**config.mk**
```make
export PLATFORM = sky130hd
export DESIGN_NAME = reset_seq
export DESIGN_NICKNAME = d
export VERILOG_FILES = /design/src/rtl/reset_seq.sv
export SDC_FILE = /design/constraint.sdc
export NUM_CORES = 1
export LEC_CHECK = 0
export BUFFER_PORTS_ARGS = -buffer_cell sky130_fd_sc_hd__buf_2
export CAP_MARGIN = 20
export CORE_MARGIN = 4
export CORE_UTILIZATION = 55
export CTS_CLUSTER_SIZE = 40
export DETAILED_ROUTE_END_ITERATION = 10
export MAX_ROUTING_LAYER = met4
export PLACE_DENSITY = 0.76
export SLEW_MARGIN = 25
export SYNTH_ARGS = -nofsm -noshare
export SYNTH_HDL_FRONTEND = slang
export SYNTH_SLANG_ARGS = --single-unit
export TNS_END_PERCENT = 10
```
**constraint.sdc**
```tcl
create_clock -name clk_24mhz -period 1.96 [get_ports clk_24mhz]
set_clock_uncertainty 0.15 [all_clocks]
set_input_delay 0.098 -clock clk_24mhz [delete_from_list [all_inputs] [get_ports clk_24mhz]]
set_output_delay 0.098 -clock clk_24mhz [all_outputs]
set_load 0.05 [all_outputs]
```
**src/rtl/reset_seq.sv**
```systemverilog
// Multi-channel reset sequencer: staged release of NCH active-low resets, then Z80 bus grab with timeout.
// Optional RESET_SEQ_AUTORETRY_EN: up to 3 full re-sequences on BUSAK timeout before reporting an error.
module reset_seq #(
    parameter int NCH           = 3,
    parameter int RST_CNT_SIZE  = 8,
    parameter int STEP_CYCLES   = 16,
    parameter int TO_WIDTH      = 16,
    parameter int BUSAK_TIMEOUT = 50000
) (
    input  logic                         clk_24mhz,
    input  logic                         poweron_rst_n,
    input  logic                         init,
    output logic [NCH-1:0]               rst_n_out,
    output logic                         z80_busrq_n,
    input  logic                         z80_busak_n,
    output logic                         init_in_progress,
    output logic                         timeout_err,
    output logic [$clog2(NCH+1)-1:0]     cur_ch
);

    localparam int CW = $clog2(NCH + 1);
    localparam int SW = (STEP_CYCLES > 1) ? $clog2(STEP_CYCLES) : 1;

    localparam logic [RST_CNT_SIZE-1:0] HOLD_LAST = {RST_CNT_SIZE{1'b1}};
    localparam logic [SW-1:0]           STEP_LAST = SW'(STEP_CYCLES - 1);
    localparam logic [TO_WIDTH-1:0]     TO_LAST   = TO_WIDTH'(BUSAK_TIMEOUT - 1);
    localparam logic [CW-1:0]           NCH_C     = CW'(NCH);

    localparam logic [2:0] S_HOLD  = 3'd0;
    localparam logic [2:0] S_STEP  = 3'd1;
    localparam logic [2:0] S_BUSRQ = 3'd2;
    localparam logic [2:0] S_DONE  = 3'd3;
    localparam logic [2:0] S_ERR   = 3'd4;

    logic [2:0]              r_state;
    logic [RST_CNT_SIZE-1:0] r_hold_cnt;
    logic [SW-1:0]           r_step_cnt;
    logic [TO_WIDTH-1:0]     r_to_cnt;
    logic [CW-1:0]           r_cur_ch;
    logic [NCH-1:0]          r_rst_n;
    logic                    r_busrq_n;
    logic                    r_iip;
    logic                    r_terr;
    logic                    r_ak_meta;
    logic                    r_ak_s;
`ifdef RESET_SEQ_AUTORETRY_EN
    logic [1:0]              r_retry_cnt;
`endif

    // Idle level of the synchroniser is "not acknowledged" so a restart never sees a stale ack.
    always_ff @(posedge clk_24mhz or negedge poweron_rst_n) begin
        if (!poweron_rst_n) begin
            r_ak_meta <= 1'b1;
            r_ak_s    <= 1'b1;
        end else if (init) begin
            r_ak_meta <= 1'b1;
            r_ak_s    <= 1'b1;
        end else begin
            r_ak_meta <= z80_busak_n;
            r_ak_s    <= r_ak_meta;
        end
    end

    always_ff @(posedge clk_24mhz or negedge poweron_rst_n) begin
        if (!poweron_rst_n) begin
            r_state    <= S_HOLD;
            r_hold_cnt <= '0;
            r_step_cnt <= '0;
            r_to_cnt   <= '0;
            r_cur_ch   <= '0;
            r_rst_n    <= '0;
            r_busrq_n  <= 1'b1;
            r_iip      <= 1'b1;
            r_terr     <= 1'b0;
`ifdef RESET_SEQ_AUTORETRY_EN
            r_retry_cnt <= '0;
`endif
        end else if (init) begin
            r_state    <= S_HOLD;
            r_hold_cnt <= '0;
            r_step_cnt <= '0;
            r_to_cnt   <= '0;
            r_cur_ch   <= '0;
            r_rst_n    <= '0;
            r_busrq_n  <= 1'b1;
            r_iip      <= 1'b1;
            r_terr     <= 1'b0;
`ifdef RESET_SEQ_AUTORETRY_EN
            r_retry_cnt <= '0;
`endif
        end else begin
            case (r_state)
                S_HOLD: begin
                    if (r_hold_cnt == HOLD_LAST) begin
                        r_rst_n[0] <= 1'b1;
                        r_cur_ch   <= CW'(1);
                        r_step_cnt <= '0;
                        r_state    <= S_STEP;
                    end else begin
                        r_hold_cnt <= r_hold_cnt + RST_CNT_SIZE'(1);
                    end
                end
                S_STEP: begin
                    if (r_step_cnt == STEP_LAST) begin
                        r_step_cnt <= '0;
                        if (r_cur_ch == NCH_C) begin
                            r_busrq_n <= 1'b0;
                            r_to_cnt  <= '0;
                            r_state   <= S_BUSRQ;
                        end else begin
                            for (int i = 0; i < NCH; i++) begin
                                if (r_cur_ch == CW'(i)) r_rst_n[i] <= 1'b1;
                            end
                            r_cur_ch <= r_cur_ch + CW'(1);
                        end
                    end else begin
                        r_step_cnt <= r_step_cnt + SW'(1);
                    end
                end
                S_BUSRQ: begin
                    // Ack is tested first so an ack landing on the timeout edge still wins.
                    if (!r_ak_s) begin
                        r_iip   <= 1'b0;
                        r_state <= S_DONE;
                    end else if (r_to_cnt == TO_LAST) begin
`ifdef RESET_SEQ_AUTORETRY_EN
                        if (r_retry_cnt != 2'd3) begin
                            r_retry_cnt <= r_retry_cnt + 2'd1;
                            r_rst_n     <= '0;
                            r_busrq_n   <= 1'b1;
                            r_hold_cnt  <= '0;
                            r_step_cnt  <= '0;
                            r_to_cnt    <= '0;
                            r_cur_ch    <= '0;
                            r_state     <= S_HOLD;
                        end else begin
                            r_terr    <= 1'b1;
                            r_busrq_n <= 1'b1;
                            r_state   <= S_ERR;
                        end
`else
                        r_terr    <= 1'b1;
                        r_busrq_n <= 1'b1;
                        r_state   <= S_ERR;
`endif
                    end else begin
                        r_to_cnt <= r_to_cnt + TO_WIDTH'(1);
                    end
                end
                S_DONE, S_ERR: begin
                    r_state <= r_state;
                end
                default: begin
                    r_state <= S_HOLD;
                end
            endcase
        end
    end

    assign rst_n_out        = r_rst_n;
    assign z80_busrq_n      = r_busrq_n;
    assign init_in_progress = r_iip;
    assign timeout_err      = r_terr;
    assign cur_ch           = r_cur_ch;

endmodule

```
==> flow_metrics.env, run 1 <==
export IMPL_synth_edf_count=0
export IMPL_clock_sinks=41
export IMPL_yosysMostFrequentCell="dfrtp_1"
export IMPL_worstPathArrival_ps=1940
export IMPL_clockBufferDepth=2
export IMPL_ys_seq_area_share_pct=43.3
export IMPL_diodes=0
export IMPL_wire_per_inst_um=16.0
export IMPL_setup_worst_path_start_class="flip-flop"
export IMPL_syn_nets=263
export IMPL_cp_top_family="simple AND/OR/NAND/NOR gates"
export IMPL_synth_avg_cell_area_um2=9.45
export IMPL_cts_root_buf="clkbuf_8"
export IMPL_cp_max_fo=7
export IMPL_min_path_type="in2async"
export IMPL_drcViolationCount=0
export IMPL_cpPeakStageDelay_ps=420
export IMPL_grt_usage_pct=23.2
export IMPL_antenna_found_initial=0
export IMPL_synth_top_area_cell="dfrtp_1"
export IMPL_tightest_slew_ps=404
export IMPL_p_leak_nw=1.29
export IMPL_dp_slack_ps=61.1
export IMPL_slew_violations=0
export IMPL_die_y_um=73.8
export IMPL_die_w_um=73.8
export IMPL_io_pins=12
export IMPL_clk_latency_ps=300
export IMPL_cp_cell_sequence="ha_1 > and3_1 > nand4_1 > or2_2 > a31oi_1"
export IMPL_cts_setup_buffers=0
export IMPL_drtIter0Drc=232
export IMPL_fillCellCount=309
export IMPL_synth_top_cells_by_area="dfrtp_1, dfstp_2, o21ai_0"
export IMPL_wl_um=5440
export IMPL_place_port_buffers=11
export IMPL_fmax_mhz=534
export IMPL_relSlewSlack_pct=73.0
export IMPL_holdWs_ps=66.5
export IMPL_coreArea_um2=4090
export IMPL_synthDistinctLibCells=52
export IMPL_overflow=0
export IMPL_regArea_um2=1030
export IMPL_vias_per_cell=6.25
export IMPL_cp_end_kind="flip-flop"
export IMPL_synth_common_cells="dfrtp_1, o21ai_0, nand2_1, a21oi_1, nor2_1"
export IMPL_ant_nets=0
export IMPL_clk_pin_slew_ps=90
export IMPL_synth_warnings=0
export IMPL_tns_ps=0
export IMPL_finalNetCount=299
export IMPL_max_cap_violations=0
export IMPL_layout_min_cycle_time_ps=1870
export IMPL_place_inst=329
export IMPL_dp_hpwl_um=3860
export IMPL_place_congestion=0.908
export IMPL_multi_input_area_um2=1290
export IMPL_ys_seq_elements=41
export IMPL_cts_made_buffers=5
export IMPL_grt_max_degree=16
export IMPL_ir_drop_mv=0.360
export IMPL_syn_inst=252
export IMPL_die_area_um2=5450
export IMPL_period_share_pct=95.6
export IMPL_yosysTopAreaCellShare_pct=38.9
export IMPL_required_ps=2030
export IMPL_setup_viol=0
export IMPL_setup_ws_ps=86.1
export IMPL_row_count=23
export IMPL_num_vias=2120
export IMPL_start_util_pct=58.3
export IMPL_drive_gt1_share_pct=24.6
export IMPL_power_density_nw_per_um2=625
export IMPL_finalNonFillerCells=339
export IMPL_first_pass_iters=4
export IMPL_synthesis_area_um2=2380
export IMPL_cts_tree="built"
export IMPL_path_class="reg2reg"
export IMPL_rsz0062_at_grt="false"
export IMPL_crit_path_top_delay_cell="dfrtp_1"
export IMPL_synthFlopType="dfrtp_1"
export IMPL_grt_pass1_vias=1965
export IMPL_syn2layout_area_growth_pct=19.2
export IMPL_cts_htree_levels=2
export IMPL_hold_viol=0
export IMPL_status="complete, no violations"
export IMPL_synthArstFlopShare_pct=100
export IMPL_grt_pass1_wl_um=9480
export IMPL_worst_path_buf_inv=0
==> path summary, 6_finish.rpt <==
kind | cells after the start | slack [ps] | endpoint | from
setup / recovery | 5 | 90 | r_to_cnt[0] | r_to_cnt[0]
hold / removal | 2 | 70 | r_to_cnt[4] | poweron_rst_n
setup reg to reg | 5 | 90 | r_to_cnt[0] | r_to_cnt[0]
hold reg to reg | 2 | 330 | init_in_progress | init_in_progress
max in group asynchronous | 3 | 1010 | r_ak_meta | poweron_rst_n
min in group clk_24mhz | 3 | 70 | r_hold_cnt[2] | init
==> state kept, by name, summed over array words and instances (netlist names) <==
name and cells:
cur_ch 2, r_to_cnt 16, r_hold_cnt 8, timeout_err 1
r_state 3, r_ak_meta 1, r_step_cnt 4, init_in_progress 1
z80_busrq_n 1, r_ak_s 1, rst_n_out 3
==> metrics by stage <==
step	util [%]	cell area [µm²]	total power, W
5_1_grt	69.5	2840	0.00185
4_1_cts	68.5	2800	0.00178
2_1_floorplan	-	2390	0.00100
6_report	69.5	2840	0.00177
3_5_place_dp	65.1	2660	0.00107
3_3_place_gp	65.1	2660	0.00106
==> worst reg2reg max path, delay by kind of cell, from the launching register on <==
| family | cells | cell delay (ps) |
|---|---|---|
| fa+ha+maj | 1 | 180 |
| compound gates | 1 | 170 |
| simple gates | 3 | 870 |
| flops | 1 | 420 |
==> metal layers <==
metal,up-vias,track usage (%),part of all wire [%],routed length (µm)
met5,-,-,0,0
met4,0,7.44,1.0,57
met3,4,3.42,5.1,279
met2,59,35.0,48,2590
met1,1030,32.0,46,2510
li1,1027,-,-,-
==> power breakdown <==
| part | switching [W] | internal, W |
|---|---|---|
| Clock | 0.000301 | 0.000414 |
| Combinational | 0.000102 | 0.0000705 |
| Sequential | 0.0000213 | 0.000865 |
| Total | 0.000424 | 0.00135 |
==> what timing repair did <==
| item | CTS | global route |
|---|---|---|
| hold endpoints to repair | 39 | 0 |
| resized for setup | 0 | 9 |
| endpoints found under the setup margin | 0 | 21 |
| hold buffers | 2 | 0 |
==> cell type report <==
type                    count  area share [%]
repair buffers             43            10.6
flip-flops and latches     41            36.4
clock buffers               6            2.91
well taps                  50            2.20
multi-input cells         188            45.4
clock inverters             2            1.32
inverters                   9            1.19
==> kinds of logic after synthesis <==
| logic type | count (synthesis) | synth area share, % |
|---|---|---|
| AO/OA/AOI/OAI | 80 | 22.9 |
| XOR/XNOR | 1 | 0.368 |
| adder cells (fa/ha/maj) | 7 | 3.68 |
| buffers and inverters | 23 | 4.47 |
| flip-flops | 41 | 43.3 |
| multiplexers | 1 | 0.420 |
| AND/OR/NAND/NOR | 99 | 24.9 |
==> placed cells by master, fill, tap and decap left out, types with 4 or more instances in the layout <==
cell,count
a211o_1,4
a21oi_1,14
a22o_1,4
a31oi_1,10
and2_1,5
and3_1,7
and4_1,5
buf_2,11
buf_4,30
clkbuf_8,6
dfrtp_1,35
dfstp_2,4
ha_1,6
inv_1,9
nand2_1,16
nand2b_1,5
nand3_1,11
nand4_1,5
nor2_1,14
nor3_1,7
nor3b_1,4
o21ai_0,18
(Power assumes the default switching activity.)
==> run 2: changes to the inputs <==
- PLACE_DENSITY: 0.76 -> 0.75
==> flow_metrics.env, run 2 (synthesis results as in run 1) <==
export IMPL_overflow=0
export IMPL_io_pins=12
export IMPL_cts_setup_buffers=0
export IMPL_largest_reg_flops=16
export IMPL_grt_usage_pct=22.8
export IMPL_reg_top3="r_to_cnt: 16 flops, r_hold_cnt: 8 flops, r_step_cnt: 4 flops"
export IMPL_cts_made_buffers=5
export IMPL_setup_viol=0
export IMPL_drcViolationCount=0
export IMPL_max_cap_violations=0
export IMPL_r2r_start="r_state[1]"
export IMPL_slew_violations=0
export IMPL_layout_min_cycle_time_ps=1850
export IMPL_grt_pass1_wl_um=9430
export IMPL_finalNetCount=290
export IMPL_grt_max_degree=42
export IMPL_drtIter0Drc=240
export IMPL_clockBufferDepth=2
export IMPL_path_class="reg2reg"
export IMPL_first_pass_iters=4
export IMPL_ir_drop_mv=0.362
export IMPL_wire_per_inst_um=16.5
export IMPL_num_vias=2094
export IMPL_p_clk_share_pct=40.1
export IMPL_p_comb_share_pct=9.5
export IMPL_cp_end_kind="flip-flop"
export IMPL_setup_worst_path_start_class="flip-flop"
export IMPL_final_common_cell="dfrtp_1"
export IMPL_rsz0062_at_grt="true"
export IMPL_min_path_type="in2reg"
export IMPL_period_share_pct=94.6
export IMPL_final_area_um2=2750
export IMPL_status="complete, no violations"
export IMPL_start_util_pct=58.3
export IMPL_drive_gt1_share_pct=21.1
export IMPL_clk_pin_slew_ps=80
export IMPL_die_area_um2=5450
export IMPL_placed_cell_area_um2=2590
export IMPL_tns_ps=0
export IMPL_cts_root_buf="clkbuf_8"
export IMPL_wl_um=5430
export IMPL_dp_slack_ps=64.1
export IMPL_pwr_share_seq_pct=50.3
export IMPL_die_y_um=73.8
export IMPL_critPathLaunch="r_state[1]"
export IMPL_relSlewSlack_pct=65.6
export IMPL_diodes=0
export IMPL_antenna_found_initial=0
export IMPL_die_w_um=73.8
export IMPL_power_share_switching_pct=23.7
export IMPL_row_count=23
export IMPL_fmax_mhz=540
export IMPL_required_ps=2030
export IMPL_clock_sinks=41
export IMPL_place_inst=320
export IMPL_fillCellCount=331
export IMPL_ant_nets=0
export IMPL_p_int_w=0.00135
export IMPL_cts_htree_levels=2
export IMPL_top_register="r_to_cnt"
export IMPL_vias_per_cell=6.35
export IMPL_grt_pass1_vias=1982
export IMPL_tightest_slew_ps=516
export IMPL_clk_latency_ps=290
export IMPL_place_port_buffers=11
export IMPL_setup_ws_ps=107
export IMPL_syn2layout_area_growth_pct=15.3
export IMPL_hold_viol=0
export IMPL_cts_tree="built"
export IMPL_mostFrequentLayoutCells="dfrtp_1, buf_4, o21ai_0, nand2_1"
export IMPL_power_density_nw_per_um2=644
export IMPL_cp_max_fo=11
export IMPL_worstPathArrival_ps=1930
export IMPL_power_w=0.00177
export IMPL_min_from="init"
export IMPL_p_leak_nw=1.23
export IMPL_finalNonFillerCells=330
export IMPL_p_sw_w=0.000419
export IMPL_place_congestion=0.892
export IMPL_coreArea_um2=4090
export IMPL_dp_hpwl_um=3830
==> run 2: cell count changes in the layout (fill, tap and decap cells not counted), sizes merged <==
cell and change:
buf -9
==> run 2: final timing paths <==
| check | to | slack (ps) | cells after the start |
|---|---|---|---|
| min | r_hold_cnt[2] | 100 | 3 |
| min reg2reg | init_in_progress | 320 | 2 |
| min in group asynchronous | r_hold_cnt[2] | 230 | 3 |
| max | r_hold_cnt[5] | 110 | 4 |
| max in group asynchronous | cur_ch[0] | 1030 | 3 |
| max reg2reg | r_hold_cnt[5] | 110 | 4 |
==> run 2: worst max-delay path, cell delays in order (launching register included) <==
cell      delay [ps]
dfrtp_2          490
or4_4            520
o21bai_4         200
or3_1            340
o21ai_1           80
==> run 2: power by group through the flow <==
stage	Combinational (W)	Clock, W	Sequential (W)
6_report	0.000168	0.000710	0.000890
5_1_grt	0.000189	0.000761	0.000893
4_1_cts	0.000168	0.000729	0.000888
3_5_place_dp	0.000164	0	0.000905
3_3_place_gp	0.000160	0	0.000902
2_1_floorplan	0.0000950	0	0.000907
==> run 2: through the flow <==
stage / hold slack [ps] / utilization [%]
finish: 97.4 / 67.2
global route: 100 / 67.2
CTS: 72.8 / 66.9
detailed placement: 44.2 / 63.4
global placement: 39.2 / 63.4
floorplan: -348 / -
==> run 2: cell type report <==
type	instances	area (µm²)	share of cell area [%]
clock buffers	6	82.6	3.01
clock inverters	2	37.5	1.37
inverters	9	33.8	1.23
multi-input cells	188	1260	45.8
flip-flops and latches	41	1040	37.7
well taps	50	62.6	2.28
repair buffers	34	236	8.61
==> run 2: repair_timing <==
| action | 4_1_cts | 5_1_grt |
|---|---|---|
| resized for setup | 0 | 6 |
| endpoints found under the hold margin | 38 | 0 |
| hold buffers | 2 | 0 |
| endpoints found under the setup margin | 0 | 12 |
==> run 2: routing by layer <==
layer	global-route usage, %	vias up	part of all wire [%]
met5	-	-	0
met1	32.6	1035	49
met3	4.38	7	4.8
li1	-	1011	-
met2	33.4	41	46
met4	5.84	0	1.1
